File: config.mk
export PLATFORM = sky130hd
export DESIGN_NAME = perifericos
export DESIGN_NICKNAME = d
export VERILOG_FILES = /design/src/rtl/perifericos_pkg.sv /design/src/rtl/perifericos_sync_ff.sv /design/src/rtl/perifericos.sv
export SDC_FILE = /design/constraint.sdc
export NUM_CORES = 1
export LEC_CHECK = 0
export ABC_AREA = 1
export CORE_AREA = 5 5 42 44
export CTS_CLUSTER_SIZE = 16
export DETAILED_ROUTE_END_ITERATION = 10
export DIE_AREA = 0 0 47 49
export PLACE_DENSITY = 0.42
export SLEW_MARGIN = 20
export SYNTH_ARGS = -nofsm -noshare
export SYNTH_HDL_FRONTEND = slang
export SYNTH_SLANG_ARGS = --single-unit
File: constraint.sdc
create_clock -name clk -period 2.3 [get_ports clk]
set_input_delay 0.46 -clock clk [delete_from_list [all_inputs] [get_ports clk]]
set_output_delay 0.46 -clock clk [all_outputs]
set_load 0.01 [all_outputs]
File: src/rtl/perifericos_pkg.sv
// Shared default constants for the push-button debouncer.
// These set the debounce threshold and the synchronizer depth.
package perifericos_pkg;

    localparam int DEF_STABLE_COUNT = 10;
    localparam int DEF_SYNC_STAGES  = 2;

endpackage

File: src/rtl/perifericos_sync_ff.sv
// Multi-stage flip-flop synchronizer that brings an asynchronous level into the clk domain.
// All stages clear to 0 on a synchronous, active-high reset.
module sync_ff
    import perifericos_pkg::*;
#(
    parameter int DEPTH = DEF_SYNC_STAGES
) (
    input  logic clk,
    input  logic reset,
    input  logic d,
    output logic q
);

    logic [DEPTH-1:0] stages;

    always_ff @(posedge clk) begin
        if (reset) begin
            stages <= '0;
        end else begin
            stages <= {stages[DEPTH-2:0], d};
        end
    end

    assign q = stages[DEPTH-1];

endmodule

File: src/rtl/perifericos.sv
// Push-button debouncer: synchronizes the raw level, then moves btn_out only after
// the synchronized level has disagreed with it for STABLE_COUNT consecutive cycles.
module perifericos
    import perifericos_pkg::*;
#(
    parameter int STABLE_COUNT = DEF_STABLE_COUNT,
    parameter int SYNC_STAGES  = DEF_SYNC_STAGES
) (
    input  logic clk,
    input  logic reset,
    input  logic btn_in,
    output logic btn_out
);

    localparam int CW = $clog2(STABLE_COUNT + 1);
    localparam logic [CW-1:0] LAST = CW'(STABLE_COUNT - 1);

    logic          btn_sync;
    logic [CW-1:0] count;

    sync_ff #(
        .DEPTH(SYNC_STAGES)
    ) u_sync (
        .clk  (clk),
        .reset(reset),
        .d    (btn_in),
        .q    (btn_sync)
    );

    // Any cycle of agreement restarts the count, so only an unbroken run can flip btn_out.
    always_ff @(posedge clk) begin
        if (reset) begin
            count   <= '0;
            btn_out <= 1'b0;
        end else if (btn_sync == btn_out) begin
            count <= '0;
        end else if (count == LAST) begin
            count   <= '0;
            btn_out <= btn_sync;
        end else begin
            count <= count + 1'b1;
        end
    end

endmodule

==> out/results.txt <==
status: completed
Syn Std Cell Area: 290 um2
worst hold start: u_sync.stages[0]$_SDFF_PP0_
Core ar.: 0.00140 mm2
DRC Markers: 0
# rows: 14
Pre-antenna DRT Iters: 2
dpl cells: 55
area of the multi-input gates: 124 um2
GRT overflow: 0
Synth-to-Final Area Change: 26.3%
Finish-stage setup viols: 0
wire per inst: 7.34 um
Hold Fails Final Rpt: 0
cell-by-cell trace of the critical path: clkdlybuf4s50_1
fin nets: 49
Reg2Reg Launch Point: count[1]$_SDFF_PP0_
FMAX: 614 MHz
leak pwr: 0.000155 uW
RSZ-0062 raised after global routing: no
Crit. End Element: primary output
Root Driver: clkbuf_4
sequential area share after synthesis: 0.483
global placer's final weighted congestion: 0.651
ratio of cells with drive above 1 in the final layout: 0.163
DRT iter0 DRCs: 1
syn nets: 41
Sw Pwr: 49.2 uW
Die ar.: 0.00230 mm2
CP Max Fanout: 4
vias in the first global route: 216
Starting Density: 0.207
Synth Instances: 36
Detail Placement HPWL: 320 um
CP startpoint kind: flop
ANT cells: 0
Buf/Inv on CP: 1
Logic pwr share: 0.033
Worst Path Required: 1.84 ns
Netlist cell types: 11
post-route insts no fill: 59
pre-CTS setup slack: 0.950 ns
hold path depth: 2
internal power: 194 uW
RR Endpoint: count[1]$_SDFF_PP0_
Hold WS: 0.406 ns
Top delay family on crit path: buffers and inverters
post-route antenna net violation count: 0
die height: 49 um
Max-Slew Margin vs Limit: 0.882
drt total wl: 433 um
Worst-Margin Slew: 0.177 ns
post-CTS sizing: 0
IO Pins: 4
initial antenna violation count: 0
CTS tree: yes
switching portion of total power: 0.202
I/O Buffers: 3
DR vias: 222
Synth Warn #: 0
CTS hold repair buffers: 0
Power Total: 244 uW
Setup WS post-layout: 0.670 ns
power per cell area: 664 mW/mm2
All-Layer GR Usage: 0.0516
clock share of power: 0.454
TritonCTS buffer count: 3
Arr. time, crit path: 1.17 ns
worst hold endpoint: u_sync.stages[1]$_SDFF_PP0_
Fin Clk Skew: 0.00244 ns
clock-pin slew on the worst setup and hold paths: 0.05 ns
VDD IR max: 0.243 mV
sequential power share: 0.513
FF+latch area: 140 um2
syn avg cell area: 8.06 um2
largest net degree at the start of global routing: 6
CTS H-tree lvls: 1
first-pass GRT wire length: 752 um
Setup TNS Final: 0 ns
Setup Fix Bufs, Post-CTS: 0
die width: 47 um
crit path kind: reg2out
CTS Buffer Depth: 2
Synth Register Bits: 7
crit share post-route: 0.709
slowest CP cell: clkdlybuf4s50_1
via/cell ratio: 3.76
clk sink count: 7
fin. max-slew vios: 0
worst-case reg-to-reg path depth: 5
crit-path max cell delay: 0.55 ns
r2r setup slk: 1.33 ns
max-cap violations: 0
Worst-Skew Late Latency: 0.25 ns
Fill cells: 164
fin crit period: 1.63 ns
worst hold path type: reg2reg
## registers in the layout (all words and copies together) (netlist names)
name           flops
count              4
u_sync.stages      2
btn_out            1
## cells in the mapped netlist
cell	n	share of area
nor2_1	9	0.12
dfxtp_1	7	0.48
inv_1	6	0.078
nand2_1	5	0.065
ha_1	2	0.086
nand3_2	2	0.069
inv_2	1	0.013
nand3_1	1	0.017
nand4_1	1	0.022
nor2_2	1	0.022
xnor2_1	1	0.030
## worst max-delay path by stage
| stage | slack [ns] | end | cells past startpoint | from |
|---|---|---|---|---|
| 2_1_floorplan | 1.41 | btn_out$_SDFFE_PP0P_ | 6 | count[1]$_SDFF_PP0_ |
| 3_3_place_gp | 0.96 | btn_out | 1 | btn_out$_SDFFE_PP0P_ |
| 3_5_place_dp | 0.95 | btn_out | 1 | btn_out$_SDFFE_PP0P_ |
| 4_1_cts | 0.65 | btn_out | 1 | btn_out$_SDFFE_PP0P_ |
| 5_1_grt | 0.63 | btn_out | 1 | btn_out$_SDFFE_PP0P_ |
| 6_report | 0.67 | btn_out | 1 | btn_out$_SDFFE_PP0P_ |
## metal layers
metal / up-vias / GRT usage / part of all wire
li1: 121 / - / -
met1: 92 / 0.0399 / 0.42
met2: 5 / 0.0701 / 0.44
met3: 4 / 0.0221 / 0.065
met4: 0 / 0.0829 / 0.065
met5: - / 0 / 0
## power by group through the flow
| stage | clock network (uW) | registers (uW) | logic [uW] |
|---|---|---|---|
| global placement | 0 | 128 | 8.31 |
| detailed placement | 0 | 128 | 8.13 |
| floorplan | 0 | 127 | 3.49 |
| global route | 125 | 125 | 9.07 |
| CTS | 118 | 125 | 8.17 |
| finish | 111 | 125 | 7.93 |
## cell type report
cell class	count	share of cell area
Sequential cell	7	0.382
Multi-Input combinational cell	22	0.338
Timing Repair Buffer	3	0.0819
Clock buffer	4	0.0717
Inverter	7	0.0717
Tap cell	16	0.0546
## cell usage in the layout, fill, tap and decap left out, drive strengths merged
cell type / count
nor2: 10
dfxtp: 7
inv: 7
nand2: 5
clkbuf: 4
clkdlybuf4s50: 3
nand3: 3
ha: 2
xnor2: 1
nand4: 1
## logic make-up after synthesis
group / count (synthesis) / share of synthesized area
and+or+nand+nor: 19 / 0.310
xor gates and xnor gates: 1 / 0.0302
DFF: 7 / 0.483
buffers and inverters: 7 / 0.0905
adders and majority gates: 2 / 0.0862
## stage by stage
| step | util | cell area [um2] |
|---|---|---|
| after floorplan | - | 290 |
| after global placement | 0.243 | 340 |
| after detailed placement | 0.243 | 340 |
| after CTS | 0.262 | 367 |
| after global routing | 0.262 | 367 |
| final | 0.262 | 367 |
(Power assumes the default switching activity.)
